===== config.mk =====
export PLATFORM = sky130hd
export DESIGN_NAME = motor_cmd_sequencer
export DESIGN_NICKNAME = d
export VERILOG_FILES = /design/src/rtl/motor_pkg.sv /design/src/rtl/seq_timer.sv /design/src/rtl/motor_cmd_sequencer.sv
export SDC_FILE = /design/constraint.sdc
export NUM_CORES = 1
export LEC_CHECK = 0
export ABC_AREA = 0
export CAP_MARGIN = 30
export CORE_AREA = 2 2 107 109
export DETAILED_ROUTE_END_ITERATION = 7
export DIE_AREA = 0 0 109 111
export PLACE_DENSITY = 0.65
export SYNTH_ARGS = -nofsm -noshare
export SYNTH_HDL_FRONTEND = slang
export SYNTH_HIERARCHICAL = 1
export SYNTH_SLANG_ARGS = --single-unit

===== constraint.sdc =====
create_clock -name clk -period 2.7 [get_ports clk]
set_clock_uncertainty 0.1 [all_clocks]
set_input_delay 0.54 -clock clk [delete_from_list [all_inputs] [get_ports clk]]
set_output_delay 0.54 -clock clk [all_outputs]
set_load 0.005 [all_outputs]

===== src/rtl/motor_pkg.sv =====
// Shared encodings for the motor command sequencer: state codes, speed/steer
// codes and small helpers used by the top and the bench.
package motor_pkg;

  typedef enum logic [1:0] {
    ST_STOP = 2'b00,
    ST_RUN  = 2'b01,
    ST_RAMP = 2'b10,
    ST_DEAD = 2'b11
  } seq_state_e;

  localparam logic [1:0] SPD_STOP = 2'b00;
  localparam logic [1:0] SPD_NORM = 2'b01;
  localparam logic [1:0] SPD_FAST = 2'b10;
  localparam logic [1:0] SPD_REV  = 2'b11;

  localparam logic [1:0] STR_STRAIGHT = 2'b00;
  localparam logic [1:0] STR_RIGHT    = 2'b01;
  localparam logic [1:0] STR_LEFT     = 2'b10;

  // Steer 11 is not a legal motor code; it collapses to straight.
  function automatic logic [3:0] sanitise(input logic [3:0] c);
    return {c[3:2], (c[1:0] == 2'b11) ? STR_STRAIGHT : c[1:0]};
  endfunction

  function automatic logic is_rev(input logic [1:0] spd);
    return spd == SPD_REV;
  endfunction

  // Down-counter preload for an N-cycle hold; 0 and 1 both mean one cycle.
  function automatic logic [31:0] hold_load(input logic [31:0] n);
    return (n > 32'd1) ? n - 32'd1 : 32'd0;
  endfunction

endpackage


===== src/rtl/seq_timer.sv =====
// Loadable 32-bit down-counter with zero flag, used for the RAMP and DEAD holds.
module seq_timer (
  input  logic        clk,
  input  logic        reset,
  input  logic        load,
  input  logic [31:0] load_val,
  output logic        zero
);

  logic [31:0] cnt_q, cnt_d;

  always_comb begin
    cnt_d = cnt_q;
    if (load)               cnt_d = load_val;
    else if (cnt_q != '0)   cnt_d = cnt_q - 32'd1;
  end

  always_ff @(posedge clk or posedge reset) begin
    if (reset) cnt_q <= '0;
    else       cnt_q <= cnt_d;
  end

  assign zero = (cnt_q == '0);

endmodule


===== src/rtl/motor_cmd_sequencer.sv =====
// Turns gesture commands into a safe motor command stream: ramps up to fast,
// inserts a dead time on direction reversals and stops on watchdog expiry.
module motor_cmd_sequencer
  import motor_pkg::*;
#(
  parameter int unsigned DEAD_CYCLES    = 1250000,
  parameter int unsigned RAMP_CYCLES    = 12500000,
  parameter int unsigned TIMEOUT_CYCLES = 62500000
) (
  input  logic       clk,
  input  logic       reset,
  input  logic       cmd_valid,
  input  logic [3:0] cmd_in,
  output logic [3:0] cmd_nibble,
  output logic [1:0] seq_state,
  output logic       timeout
);

  localparam logic [31:0] WD_MAX = (TIMEOUT_CYCLES > 32'd1) ? TIMEOUT_CYCLES : 32'd1;

  seq_state_e  state_q, state_d;
  logic [3:0]  nib_q, nib_d;
  logic [3:0]  tgt_q, tgt_d;
  logic [31:0] wd_q, wd_d;
  logic        timeout_q, timeout_d;
  logic        wd_expire;
  logic [3:0]  tgt_eff;
  logic [1:0]  tspd;
  logic        reversal;
  logic        tmr_load, tmr_zero;
  logic [31:0] tmr_val;

  // A command arriving on the expiry cycle wins over the forced stop.
  always_comb begin
    wd_expire = !cmd_valid && (wd_q == WD_MAX - 32'd1);
    tgt_eff   = cmd_valid ? sanitise(cmd_in) : (wd_expire ? 4'b0000 : tgt_q);
    tgt_d     = tgt_eff;
    wd_d      = cmd_valid ? 32'd0 : ((wd_q == WD_MAX) ? wd_q : wd_q + 32'd1);
    timeout_d = cmd_valid ? 1'b0 : (wd_expire ? 1'b1 : timeout_q);
    tspd      = tgt_eff[3:2];
    reversal  = (nib_q[3:2] != SPD_STOP) && (tspd != SPD_STOP) &&
                (is_rev(nib_q[3:2]) != is_rev(tspd));
  end

  always_comb begin
    state_d  = state_q;
    nib_d    = nib_q;
    tmr_load = 1'b0;
    tmr_val  = 32'd0;
    case (state_q)
      ST_STOP: begin
        nib_d = 4'b0000;
        if (tspd == SPD_FAST) begin
          state_d  = ST_RAMP;
          nib_d    = {SPD_NORM, tgt_eff[1:0]};
          tmr_load = 1'b1;
          tmr_val  = hold_load(RAMP_CYCLES);
        end else if (tspd != SPD_STOP) begin
          state_d = ST_RUN;
          nib_d   = tgt_eff;
        end
      end
      ST_RUN: begin
        if (tspd == SPD_STOP) begin
          state_d = ST_STOP;
          nib_d   = 4'b0000;
        end else if (reversal) begin
          state_d  = ST_DEAD;
          nib_d    = 4'b0000;
          tmr_load = 1'b1;
          tmr_val  = hold_load(DEAD_CYCLES);
        end else begin
          nib_d = tgt_eff;
        end
      end
      ST_RAMP: begin
        case (tspd)
          SPD_STOP: begin
            state_d = ST_STOP;
            nib_d   = 4'b0000;
          end
          SPD_REV: begin
            state_d  = ST_DEAD;
            nib_d    = 4'b0000;
            tmr_load = 1'b1;
            tmr_val  = hold_load(DEAD_CYCLES);
          end
          SPD_NORM: begin
            state_d = ST_RUN;
            nib_d   = tgt_eff;
          end
          default: begin
            if (tmr_zero) begin
              state_d = ST_RUN;
              nib_d   = tgt_eff;
            end else begin
              nib_d = {SPD_NORM, tgt_eff[1:0]};
            end
          end
        endcase
      end
      default: begin
        nib_d = 4'b0000;
        if (tspd == SPD_STOP || tmr_zero) state_d = ST_STOP;
      end
    endcase
  end

  always_ff @(posedge clk or posedge reset) begin
    if (reset) begin
      state_q   <= ST_STOP;
      nib_q     <= 4'b0000;
      tgt_q     <= 4'b0000;
      wd_q      <= 32'd0;
      timeout_q <= 1'b0;
    end else begin
      state_q   <= state_d;
      nib_q     <= nib_d;
      tgt_q     <= tgt_d;
      wd_q      <= wd_d;
      timeout_q <= timeout_d;
    end
  end

  seq_timer u_timer (
    .clk      (clk),
    .reset    (reset),
    .load     (tmr_load),
    .load_val (tmr_val),
    .zero     (tmr_zero)
  );

  assign cmd_nibble = nib_q;
  assign seq_state  = state_q;
  assign timeout    = timeout_q;

endmodule


==> reports/results.tsv <==
metric	value	unit
critPathMaxFanout	19	
wl_per_cell	14.7	um
layout-drive-gt1-share	0.112	
grt_pass1_vias	3605	
syn_to_final_growth	17.8	%
n_antenna_cell	0	
synth-edff-count	0	
dp_hpwl	6560	um
cts.clk_slew.worst_paths	60	ps
p_leak	1.92	nW
fin_crit	2480	ps
ys_seq_elements	75	
yosysSeqAreaShare	0.436	
grt-ovfl-total	0	
cts_root_buf	clkbuf_16	
layout_commonest_cell	dfrtp_1	
vias_per_cell	5.56	
vdd.ir_drop.worst	0.000579	V
tns	0	ps
cts.repair.resized	0	
drc	0	
power.total	0.00416	W
die_area	12100	um^2
slew_headroom	0.610	
status	complete, no violations	
fin_crit_sh	0.918	
syn_inst	464	
ant_nets	0	
grt_pass1_wl	16900	um
num_io_pins	14	
post_cts_buffers	0	
grt_antenna_before_repair	0	
syn_avg_cell_area	9.28	um^2
start_util	0.389	
globalplace.congestion	0.793	
die_y	111	um
rows	39	
worst_setup_path_end_kind	register	
cts_sinks	75	
worst_pin_slew	583	ps
first_iter_violations	280	
crit_type	input pin to register	
fmax	0.404	GHz
grt.total_usage	0.171	
cts_hold_buf	0	
yosysUniqueCellTypes	56	
dieWidth	109	um
layout.nets	516	
clock_path_buffers	2	
rsz0062_at_grt	no	
most-common-layout-cells	dfrtp_1, nand2_1, nor2_1, xnor2_1, a21oi_1	
critical_path_required	2820	ps
clock_latency	340	ps
pre_cts_ws	-249	ps
synth.yosys.warnings	6	
power_density	821	nW/um^2
layout_setup_ws	223	ps
htreeDepth	3	
slew_violations	0	
fillers	1064	
via_count	3638	
port_buffers	13	
cts_buffers	9	
cts_tree	built	
coreArea	11100	um^2
whs	360	ps
synth_ff_type	dfrtp_1	
start_kind	input pin	
synth_area	4310	um^2
grt_max_degree	24	
drt-total-wl	9600	um
hold_viol_final	0	
hp-class	input pin to asynchronous set/reset pin	
setup_viol	0	
drtPass1Iterations	4	
crit_arrival	2600	ps
async_reset_ff_frac	1.00	
cap_violations	0	
[worst paths after layout]
kind,cells past startpoint,slack [ps],endpoint,from
min reg2reg,1,380,timeout$_DFFE_PP0P_,timeout$_DFFE_PP0P_
max,9,220,u_timer/cnt_q[1]$_DFFE_PP0P_,cmd_valid
min in group clk,1,380,timeout$_DFFE_PP0P_,timeout$_DFFE_PP0P_
min,2,360,seq_state[0]$_DFFE_PP0P_,reset
max reg2reg,9,340,u_timer/cnt_q[4]$_DFFE_PP0P_,wd_q[0]$_DFFE_PP0P_
max in group asynchronous,3,1420,u_timer/cnt_q[20]$_DFFE_PP0P_,reset
[sequential cells by signal (all words and copies together) (netlist names)]
signal / cells
timeout: 1
u_timer/cnt_q: 32
cmd_nibble: 4
wd_q: 32
tgt_q: 4
seq_state: 2
[per-layer routing]
layer  GRT usage  vias to the layer above  share of wire
met4      0.0556                        0          0.016
li1            -                     1797              -
met3      0.0370                       13          0.022
met5           0                        -              0
met1       0.225                     1795           0.47
met2       0.279                       33           0.49
[critical path, cell delays in order]
cell	delay (ps)
clkdlybuf4s50_1	500
buf_4	230
mux2i_1	110
o21ai_0	150
o311ai_1	130
buf_4	170
a21oi_4	180
buf_4	240
mux2_2	350
[power by group]
part | internal (W) | switching (W)
Clock | 0.000618 | 0.000486
Sequential | 0.00138 | 0.000309
Combinational | 0.000660 | 0.000714
Total | 0.00266 | 0.00151
[metrics by stage]
stage / util / cells / cell area [um^2]
after floorplan: - / 475 / 4350
final: 0.458 / 654 / 5070
after global placement: 0.433 / 638 / 4800
after global routing: 0.458 / 654 / 5070
after CTS: 0.457 / 654 / 5070
after detailed placement: 0.433 / 638 / 4800
[area by class of cell]
cell class	instances	area, um^2	area share
Clock buffer	9	225	0.0444
Clock inverter	7	45.0	0.00888
Inverter	10	37.5	0.00740
Multi-Input combinational cell	371	2370	0.467
Sequential cell	75	1880	0.370
Tap cell	143	179	0.0353
Timing Repair Buffer	39	338	0.0666
[cell families after synthesis]
group / after synthesis / synth area share
XOR/XNOR: 42 / 0.0854
AO/OA/AOI/OAI: 96 / 0.140
other: 1 / 0.000871
buffers and inverters: 29 / 0.0273
flip-flops: 75 / 0.436
adder cells (fa/ha/maj): 3 / 0.00872
multiplexers: 7 / 0.0171
AND/OR/NAND/NOR: 211 / 0.285
[cell usage after synthesis, types with 5 or more instances]
library cell | n | area [um^2]
a21oi_1 | 28 | 140
and4_1 | 7 | 61.3
buf_2 | 7 | 35.0
clkbuf_1 | 11 | 41.3
dfrtp_1 | 75 | 1880
inv_1 | 10 | 37.5
nand2_1 | 52 | 195
nand3_1 | 13 | 65.1
nand4_1 | 10 | 62.6
nor2_1 | 35 | 131
nor3_1 | 18 | 90.1
nor4_1 | 16 | 100
nor4b_1 | 5 | 43.8
o21ai_0 | 22 | 110
o31ai_1 | 24 | 180
or3_1 | 11 | 68.8
or4_1 | 13 | 97.6
xnor2_1 | 31 | 272
xor2_1 | 11 | 96.3
Power figures use the tool's default switching activity.
